## src/rtl/freq_pkg.sv

```systemverilog
// Shared types and constants for the frequency-discipline loop.
// Holds the sample FSM state encoding, the error width and default tuning constants.
// Also provides a magnitude helper used when classifying samples.
package freq_pkg;

  // Signed error width: a 32-bit count minus a 32-bit target never overflows 33 bits.
  localparam int ERR_W = 33;

  // Nominal gate count and mid-scale DAC code for the default 16-bit DAC.
  localparam int TARGET_CNT_DEF = 10000;
  localparam int DAC_INIT_DEF   = 32768;

  // Sample-processing FSM: one state per pipeline step after the capture edge.
  typedef enum logic [1:0] {
    ST_IDLE    = 2'd0,
    ST_CAPTURE = 2'd1,
    ST_CALC    = 2'd2,
    ST_UPDATE  = 2'd3
  } state_e;

  // Magnitude of a signed error as an unsigned value of the same width.
  // The most negative reachable error is -(2^32-1), so the result always fits.
  function automatic logic [ERR_W-1:0] err_mag(input logic signed [ERR_W-1:0] e);
    logic [ERR_W-1:0] r;
    r = e[ERR_W-1] ? (~e + 1'b1) : e;
    return r;
  endfunction

endpackage

```

## src/rtl/dac_sat_update.sv

```systemverilog
// Purpose: next DAC code = dac_word - (err >>> GAIN_SHIFT), clamped to the DAC range.
// Latency: purely combinational, zero cycles.
// Backpressure: none; the output simply follows the inputs.
module dac_sat_update
  import freq_pkg::*;
#(
  parameter int unsigned DAC_W      = 16,
  parameter int unsigned GAIN_SHIFT = 2
) (
  input  logic [DAC_W-1:0]        dac_word,
  input  logic signed [ERR_W-1:0] err,
  output logic [DAC_W-1:0]        dac_next
);

  // Working width leaves room for the sign and one bit of overflow on either side.
  localparam int SW = ((int'(DAC_W) > ERR_W) ? int'(DAC_W) : ERR_W) + 2;

  logic signed [ERR_W-1:0] step;
  logic signed [SW-1:0]    dac_x;
  logic signed [SW-1:0]    step_x;
  logic signed [SW-1:0]    diff;
  logic signed [SW-1:0]    dac_max;

  // Arithmetic shift rounds toward minus infinity: 3 -> 0, -3 -> -1.
  assign step    = err >>> GAIN_SHIFT;
  assign dac_x   = $signed({{(SW - int'(DAC_W)){1'b0}}, dac_word});
  assign step_x  = $signed({{(SW - ERR_W){step[ERR_W-1]}}, step});
  assign diff    = dac_x - step_x;
  assign dac_max = $signed({{(SW - int'(DAC_W)){1'b0}}, {DAC_W{1'b1}}});

  // Clamp the unbounded difference into [0, 2^DAC_W-1].
  always_comb begin
    dac_next = diff[DAC_W-1:0];
    if (diff[SW-1]) begin
      dac_next = '0;
    end else if (diff > dac_max) begin
      dac_next = '1;
    end
  end

endmodule

```

## src/rtl/freq_discipline.sv

```systemverilog
// Purpose: frequency-locked loop; compares a gated cycle count with a target and steers the DAC.
// Latency: dac_load pulses on the 3rd clk edge after the valid_in rising edge is captured.
// Backpressure: none; rising edges arriving while a sample is in flight are dropped.
module freq_discipline
  import freq_pkg::*;
#(
  parameter int unsigned TARGET_CNT = TARGET_CNT_DEF,
  parameter int unsigned GAIN_SHIFT = 2,
  parameter int unsigned ERR_LIMIT  = 1000,
  parameter int unsigned LOCK_TOL   = 2,
  parameter int unsigned LOCK_N     = 4,
  parameter int unsigned DAC_W      = 16,
  parameter int unsigned DAC_INIT   = DAC_INIT_DEF
) (
  input  logic                    clk,
  input  logic                    rst_n,
  input  logic                    en,
  input  logic                    valid_in,
  input  logic [31:0]             freq_in,
  output logic [DAC_W-1:0]        dac_word,
  output logic                    dac_load,
  output logic signed [ERR_W-1:0] err_out,
  output logic                    locked,
  output logic                    alarm
);

  // Lock counter must hold the value LOCK_N itself.
  localparam int LCW = (LOCK_N < 1) ? 1 : $clog2(LOCK_N + 1);

  localparam logic [DAC_W-1:0] DAC_RST    = DAC_INIT[DAC_W-1:0];
  localparam logic [ERR_W-1:0] TARGET_X   = ERR_W'(TARGET_CNT);
  localparam logic [ERR_W-1:0] LIMIT_X    = ERR_W'(ERR_LIMIT);
  localparam logic [ERR_W-1:0] TOL_X      = ERR_W'(LOCK_TOL);
  localparam logic [LCW-1:0]   LOCK_FULL  = LCW'(LOCK_N);
  // Number of back-to-back outliers that raises the alarm.
  localparam logic [1:0]       OUTL_ALARM = 2'd3;

  state_e                  state;
  logic                    valid_q;
  logic                    armed;
  logic                    rise;
  logic [31:0]             freq_q;
  logic signed [ERR_W-1:0] err_c;
  logic signed [ERR_W-1:0] err_q;
  logic [ERR_W-1:0]        mag;
  logic                    outlier;
  logic                    in_tol;
  logic [DAC_W-1:0]        dac_next;
  logic [DAC_W-1:0]        dac_next_q;
  logic                    accept_q;
  logic [LCW-1:0]          lock_cnt;
  logic [1:0]              outl_cnt;

  // A level that was already high when reset released must drop once before it can count.
  assign rise = valid_in & ~valid_q & armed;

  // Zero-extend both operands so the difference is exact in 33 signed bits.
  assign err_c = $signed({1'b0, freq_q}) - $signed(TARGET_X);

  assign mag     = err_mag(err_q);
  assign outlier = (mag > LIMIT_X);
  assign in_tol  = (mag <= TOL_X);
  assign locked  = (lock_cnt == LOCK_FULL);

  dac_sat_update #(
    .DAC_W      (DAC_W),
    .GAIN_SHIFT (GAIN_SHIFT)
  ) u_sat (
    .dac_word (dac_word),
    .err      (err_q),
    .dac_next (dac_next)
  );

  // Edge detector state: registered copy of valid_in plus the seen-low qualifier.
  always_ff @(posedge clk or negedge rst_n) begin
    if (!rst_n) begin
      valid_q <= 1'b0;
      armed   <= 1'b0;
    end else begin
      valid_q <= valid_in;
      if (!valid_in) begin
        armed <= 1'b1;
      end
    end
  end

  // Sample FSM: IDLE waits for an edge, then walks CAPTURE -> CALC -> UPDATE unconditionally.
  always_ff @(posedge clk or negedge rst_n) begin
    if (!rst_n) begin
      state <= ST_IDLE;
    end else if (!en) begin
      state <= ST_IDLE;
    end else begin
      case (state)
        ST_IDLE:    if (rise) state <= ST_CAPTURE;
        ST_CAPTURE: state <= ST_CALC;
        ST_CALC:    state <= ST_UPDATE;
        ST_UPDATE:  state <= ST_IDLE;
        default:    state <= ST_IDLE;
      endcase
    end
  end

  // Datapath registers: captured count, its error, and the pending DAC code.
  always_ff @(posedge clk or negedge rst_n) begin
    if (!rst_n) begin
      freq_q     <= '0;
      err_q      <= '0;
      dac_next_q <= '0;
    end else begin
      if (en && (state == ST_IDLE) && rise) begin
        freq_q <= freq_in;
      end
      if (en && (state == ST_CAPTURE)) begin
        err_q <= err_c;
      end
      if (en && (state == ST_CALC) && !outlier) begin
        dac_next_q <= dac_next;
      end
    end
  end

  // Sample classification: outlier bookkeeping, lock tracking and the reported error.
  always_ff @(posedge clk or negedge rst_n) begin
    if (!rst_n) begin
      accept_q <= 1'b0;
      outl_cnt <= '0;
      lock_cnt <= '0;
      alarm    <= 1'b0;
      err_out  <= '0;
    end else if (!en) begin
      // Disabling the loop discards any in-flight sample and all loop status.
      accept_q <= 1'b0;
      outl_cnt <= '0;
      lock_cnt <= '0;
      alarm    <= 1'b0;
    end else if (state == ST_CALC) begin
      if (outlier) begin
        accept_q <= 1'b0;
        lock_cnt <= '0;
        if (outl_cnt != OUTL_ALARM) begin
          outl_cnt <= outl_cnt + 2'd1;
        end
        // The third consecutive outlier latches the alarm until reset or disable.
        if (outl_cnt >= (OUTL_ALARM - 2'd1)) begin
          alarm <= 1'b1;
        end
      end else begin
        accept_q <= 1'b1;
        outl_cnt <= '0;
        err_out  <= err_q;
        if (!in_tol) begin
          lock_cnt <= '0;
        end else if (lock_cnt != LOCK_FULL) begin
          lock_cnt <= lock_cnt + 1'b1;
        end
      end
    end else if (state == ST_UPDATE) begin
      accept_q <= 1'b0;
    end
  end

  // DAC register and its strobe; a clamped code still strobes even if the value is unchanged.
  always_ff @(posedge clk or negedge rst_n) begin
    if (!rst_n) begin
      dac_word <= DAC_RST;
      dac_load <= 1'b0;
    end else begin
      dac_load <= 1'b0;
      if (en && (state == ST_UPDATE) && accept_q) begin
        dac_word <= dac_next_q;
        dac_load <= 1'b1;
      end
    end
  end

endmodule

```

## config.mk

```make
export PLATFORM = sky130hd
export DESIGN_NAME = freq_discipline
export DESIGN_NICKNAME = d
export VERILOG_FILES = /design/src/rtl/freq_pkg.sv /design/src/rtl/dac_sat_update.sv /design/src/rtl/freq_discipline.sv
export SDC_FILE = /design/constraint.sdc
export NUM_CORES = 1
export LEC_CHECK = 0
export CAP_MARGIN = 10
export CORE_ASPECT_RATIO = 0.7
export CORE_UTILIZATION = 55
export CTS_CLUSTER_SIZE = 16
export DETAILED_ROUTE_END_ITERATION = 16
export GPL_ROUTABILITY_DRIVEN = 1
export PLACE_DENSITY = 0.81
export SYNTH_ARGS = -nofsm -noshare
export SYNTH_HDL_FRONTEND = slang
export SYNTH_HIERARCHICAL = 1
export SYNTH_SLANG_ARGS = --single-unit
```

## constraint.sdc

```tcl
create_clock -name clk -period 4.1 [get_ports clk]
set_clock_uncertainty 0.2 [all_clocks]
set_input_delay 0.41 -clock clk [delete_from_list [all_inputs] [get_ports clk]]
set_output_delay 0.41 -clock clk [all_outputs]
set_load 0.005 [all_outputs]
```

; Word-level counts from Yosys, hierarchy flattened
; Index checks and enable logic that the tools add are counted.
[classes]
bitwise = 5
mux = 24
eq_ne = 13
reduce_logical = 13
add_sub_neg = 5
magnitude_cmp = 4
[op_table]
columns = operator, n
row1 = 35-bit by 17-bit greater-than comparator with 1-bit output (second input constant), 1
row2 = 33-bit by 1-bit adder with 33-bit output (second input constant), 1
row3 = 33-bit by 10-bit greater-than comparator with 1-bit output (second input constant), 1
row4 = 33-bit by 2-bit <= comparator with 1-bit output (second input constant), 1
row5 = 33-bit 2-to-1 mux, 1
row6 = 33-bit NOT, 1
row7 = 32-bit by 14-bit subtractor with 33-bit output (second input constant), 1
row8 = 16-bit 2-to-1 mux, 2
row9 = 17-bit by 31-bit subtractor with 32-bit output, 1
row10 = 3-bit 2-to-1 mux, 5
row11 = 2-bit 2-to-1 mux, 6
row12 = 1-bit 2-to-1 mux, 9
row13 = 2-bit case mux with 4 select lines, 1
row14 = 1-bit logical AND, 7
row15 = 2-bit by 1-bit inequality test with 1-bit output (second input constant), 3
row16 = 3-bit inequality test (second input constant), 2
row17 = 3-bit AND reduction, 2
row18 = 2-bit equality test (second input constant), 2
row19 = 4-bit by 3-bit inequality test with 1-bit output (second input constant), 1
row20 = 2-bit AND reduction, 2
row21 = 3-bit by 1-bit adder with 3-bit output (second input constant), 1
row22 = 3-bit equality test (second input constant), 1
row23 = 3-bit by 1-bit inequality test with 1-bit output (second input constant), 1
row24 = 3-bit by 2-bit inequality test with 1-bit output (second input constant), 1
row25 = other kinds (8), 10
[totals]
in_bits = 36
wordCells = 77
reg_bits = 142

; Logic depth before layout (Yosys ltp)
[logic_depth]
word_depth = 8
ltp_mapped = 14
depth_no_buf = 13

; Hierarchy
; The synthesis kept the hierarchy.
[by_module_without_submodules]
columns = mod, cells_per_inst, area_per_inst_um2, n_inst
row1 = freq_discipline, 652, 7174.4, 1
row2 = dac_sat_update, 217, 1471.4, 1

; Worst setup path after synthesis
; OpenSTA, ideal clock, no wires.
[synth_path]
path_type = flip-flop to flip-flop
from = register err_q[0]
to = register dac_next_q[14]
arrival_ps = 3325
synth_period_minus_slack_ps = 3652
n_path_buf = 3
path_slack_ps = 448
t_required_ps = 3772
stages_incl_launch_ff = 13
setup_time_ps = 128
cell_sequence = dfrtp_1 > inv_1 > ha_1 > nor4b_4 > and3_1 > clkbuf_1 > a41oi_1 > o32a_1 > or4_4 > nor4_4 > buf_6 > buf_8 > mux2_1
[synth_via]
elab_chain_len = 6
[synth_rtl]
columns = element, line
row1 = "start, declared", freq_discipline.sv:44  ; logic signed [ERR_W-1:0] err_q;
row2 = "start signal, assigned", freq_discipline.sv:115  ; err_q <= err_c;
row3 = 33-bit NOT, freq_pkg.sv:25  ; r = e[ERR_W-1] ? (~e + 1'b1) : e;
row4 = 33-bit by 1-bit adder with 33-bit output, freq_pkg.sv:25
row5 = 33-bit 2-to-1 mux (*), freq_pkg.sv:25
row6 = 33-bit by 10-bit greater-than comparator with 1-bit output (*), freq_discipline.sv:61  ; assign outlier = (mag > LIMIT_X);
row7 = 1-bit zero test (*), freq_discipline.sv:117  ; if (en && (state == ST_CALC) && !outlier) begin
row8 = 1-bit logical AND (*), freq_discipline.sv:117
row9 = "end signal, assigned", freq_discipline.sv:118  ; dac_next_q <= dac_next;
row10 = "end, declared", freq_discipline.sv:49  ; logic [DAC_W-1:0] dac_next_q;
; Mark *: on every way between the ends. The rest lies on a longest branch, timed or not.
; A chain may end at the register's enable or synchronous reset.

; Worst setup path in the final report
[layout_path]
from = register err_q[1]
to = register err_out[13]
[layout_via]
elab_chain_len = 6
[layout_rtl]
columns = element, line
row1 = 33-bit NOT, freq_pkg.sv:25
row2 = 33-bit by 1-bit adder with 33-bit output, freq_pkg.sv:25
row3 = 33-bit 2-to-1 mux (*), freq_pkg.sv:25
row4 = 33-bit by 10-bit greater-than comparator with 1-bit output (*), freq_discipline.sv:61
row5 = 1-bit NOT (no line) (*), -
row6 = 3-bit AND reduction (no line) (*), -
row7 = "end signal, assigned", freq_discipline.sv:151  ; err_out <= err_q;
row8 = "end, declared", freq_discipline.sv:22  ; output logic signed [ERR_W-1:0] err_out,
; Marks and branches as above.

==> flow_summary.ini <==
[power_and_ir_drop]
p_leak_nw = 4.57
max-vdd-ir-drop_mv = 0.359
pwr_density_cell_nw_per_um2 = 601
total_power_mw = 6.32

[setup_path]
worstSetupEndpointType = flip-flop
worst_path_max_delay_cell = sky130_fd_sc_hd__dfrtp_1
critical_path_class = flip-flop to flip-flop
critical_path_arrival_ns = 4.07
crit_path_max_incr_delay_ns = 0.47
critical_path_required_ns = 4.20
cp_cell_sequence = inv_1 -> ha_1 -> nor4b_4 -> nand3_1 -> o41ai_2 -> nand4_1 -> nor4_1 -> buf_4 -> nand3_1 -> nor4_4 -> buf_4 -> buf_6 -> mux2_2
timing.critical_path.from_type = flip-flop
cp_max_fo = 20

[hold_path]
hold_class = flip-flop to flip-flop

[route]
first_iter_violations = 629
drt-vias-per-instance = 6.18
routed_length_per_placed_instance_um = 18.4
num_vias = 7322
drt-total-wl_um = 21800
drc_errors = 0
ant_nets = 0
dr.pass1.iters = 5

[place]
dp_hpwl_um = 15200
routabilityCongestion = 0.991
numPortBuffers = 87

[logic_synthesis]
synth_top_cell_area_share_pct = 40.8
synth_cell_types = 82
synth_warnings = 6
synth.yosys.seq_area_share_pct = 41.1
synthTopCellsByArea = sky130_fd_sc_hd__dfrtp_1 41%, sky130_fd_sc_hd__mux2_2 12%, sky130_fd_sc_hd__ha_1 3.8%
synth_mux_area_share_pct = 14.0
post_synth_and_or_nand_nor_area_fraction_pct = 17.2
synth_async_sr_flop_share_pct = 100
synth_area_leader_cell = sky130_fd_sc_hd__dfrtp_1
postSynthNetCount = 932
synth_top_family_by_area = simple AND/OR/NAND/NOR gates
postSynthRegisterBits = 142
yosys.area_share.adder_pct = 3.99
synthesis.instances = 869
synth-main-ff-cell = sky130_fd_sc_hd__dfrtp_1
mappedNetlistArea_um2 = 8650
synthesis.area_per_instance_um2 = 9.95
synth_xor_area_share_pct = 4.86
synth.cells.most_frequent = 141 x sky130_fd_sc_hd__dfrtp_1, 93 x sky130_fd_sc_hd__mux2_2, 73 x sky130_fd_sc_hd__nand2_1, 58 x sky130_fd_sc_hd__nor2_1, 51 x sky130_fd_sc_hd__o21ai_0
synth-edff-count = 0
compound_gate_portion_of_the_synthesized_area_pct = 14.6
synth_most_common_cell = sky130_fd_sc_hd__dfrtp_1

[timing]
fmaxAchievable_ghz = 0.252
final-setup-viol-count = 0
finalMaxSlewViolations = 0
timing.slew.headroom_pct = 32.0
timing.final.crit_share_pct = 96.8
fin_tns_setup_ns = 0
hold_viol = 0
final_critical_path_time_including_i_o_delays_and_setup_ns = 3.97
tightest_slew_ns = 1.02

[clock_tree]
clk-insertion-delay-late_ns = 0.42
numCtsBuffers = 17
cts.htree.levels = 4
clkSlewWorstSetupHoldPaths_ns = 0.07
cts_tree = built
cts_buffer_depth = 2
root_buffer = sky130_fd_sc_hd__clkbuf_16
numClockSinks = 142

[finish]
antennaDiodeCount = 0
area_delta_synth_final_pct = 21.6
layout-drive-gt1-share_pct = 19.4
final_net_count = 1040

[global_route]
grt_pass1_vias = 7076
gr-total-overflow = 0
global_route.usage.total_pct = 27.9
grt_start_max_net_pins = 96
grt_antenna_before_repair = 0
grt_pass1_wl_um = 36400

[floorplanning]
initial_utilization_pct = 57.6
die_w_um = 152
floorplan.die.height_um = 107
top_level_ports = 88
die_area_um2 = 16200
fp.coreArea_um2 = 15000
row_count = 37

[run_status]
status = completed

[run]
max_cap_viol_count = 0
==> cell families after synthesis <==
family	after synthesis
AND/OR/NAND/NOR	266
AO/OA/AOI/OAI	194
flip-flops	142
multiplexers	108
buffers and inverters	84
XOR/XNOR	48
adder cells (fa/ha/maj)	27
==> state kept, by name, indices dropped and copies added (netlist names), 2 cells and up <==
name,cells
dac_word,16
state,2
lock_cnt,3
dac_next_q,16
freq_q,32
err_q,33
err_out,33
outl_cnt,2
==> per-layer routing <==
| layer | part of all wire [%] | vias to the layer above | track usage [%] |
|---|---|---|---|
| met5 | 0 | - | 0 |
| met1 | 45 | 3542 | 39.4 |
| met4 | 1.3 | 0 | 7.79 |
| met3 | 8.9 | 46 | 6.47 |
| met2 | 45 | 332 | 43.0 |
| li1 | - | 3402 | - |
==> worst paths after layout <==
| check | from | to | slack [ns] | cells after the start |
|---|---|---|---|---|
| worst min-delay path | armed$_DFFE_PN0N_ | armed$_DFFE_PN0N_ | 0.28 | 1 |
| max in group asynchronous | rst_n | err_q[0]$_DFFE_PN0P_ | 2.40 | 3 |
| min in group asynchronous | rst_n | dac_word[11]$_DFFE_PN0P_ | 0.44 | 2 |
| worst min register to register | armed$_DFFE_PN0N_ | armed$_DFFE_PN0N_ | 0.28 | 1 |
| worst max register to register | err_q[1]$_DFFE_PN0P_ | err_out[13]$_DFFE_PN0P_ | 0.13 | 13 |
| worst max-delay path | err_q[1]$_DFFE_PN0P_ | err_out[13]$_DFFE_PN0P_ | 0.13 | 13 |
==> per-stage QoR <==
stage	hold slack (ns)	util (%)	worst slack [ns]	instance area (µm²)	cells
final	0.276	70.1	0.132	10500	1184
after global routing	0.295	70.1	-0.0253	10500	1184
after CTS	0.272	69.7	0.0889	10500	1180
after detailed placement	0.253	65.8	0.143	9860	1148
after global placement	0.249	65.8	0.220	9860	1148
after floorplan	-0.0856	-	0.448	8650	869
==> report_power, final <==
| group | switching [mW] | internal [mW] | total, mW |
|---|---|---|---|
| Combinational | 1.47 | 1.09 | 2.56 |
| Sequential | 0.483 | 1.72 | 2.20 |
| Clock | 0.648 | 0.908 | 1.56 |
| Total | 2.60 | 3.72 | 6.32 |
==> critical path: cells and delay by family, from the launching register on <==
kind,cells,cell delay [ns]
flops,1,0.47
fa+ha+maj,1,0.29
mux,1,0.37
buf+inv,4,0.69
simple gates,6,1.56
compound gates,1,0.27
==> final cells by class <==
class | instances | area, µm²
multi-input combinational | 643 | 4750
fill | 1130 | 4490
sequential | 142 | 3550
timing repair buffer | 131 | 1230
clock buffer | 18 | 429
tap | 195 | 244
inverter | 42 | 158
clock inverter | 13 | 154
==> what timing repair did <==
item                                   CTS  global route
setup buffers                            0             3
resized for setup                        0             4
setup endpoints to repair                0            49
hold buffers                             1             0
endpoints found under the hold margin   92             0
==> cells in the final DEF (no fill, tap or decap), types with 12 or more instances in the layout <==
master,count
sky130_fd_sc_hd__a21oi_1,43
sky130_fd_sc_hd__a31oi_1,20
sky130_fd_sc_hd__buf_4,41
sky130_fd_sc_hd__clkbuf_16,18
sky130_fd_sc_hd__clkdlybuf4s50_1,86
sky130_fd_sc_hd__dfrtp_1,141
sky130_fd_sc_hd__ha_1,26
sky130_fd_sc_hd__inv_1,42
sky130_fd_sc_hd__mux2_2,93
sky130_fd_sc_hd__nand2_1,73
sky130_fd_sc_hd__nand3_1,20
sky130_fd_sc_hd__nor2_1,58
sky130_fd_sc_hd__nor3_1,17
sky130_fd_sc_hd__nor4_1,18
sky130_fd_sc_hd__o211ai_1,12
sky130_fd_sc_hd__o21ai_0,51
sky130_fd_sc_hd__xnor2_1,22
sky130_fd_sc_hd__xor2_1,26
(Power assumes the default switching activity.)
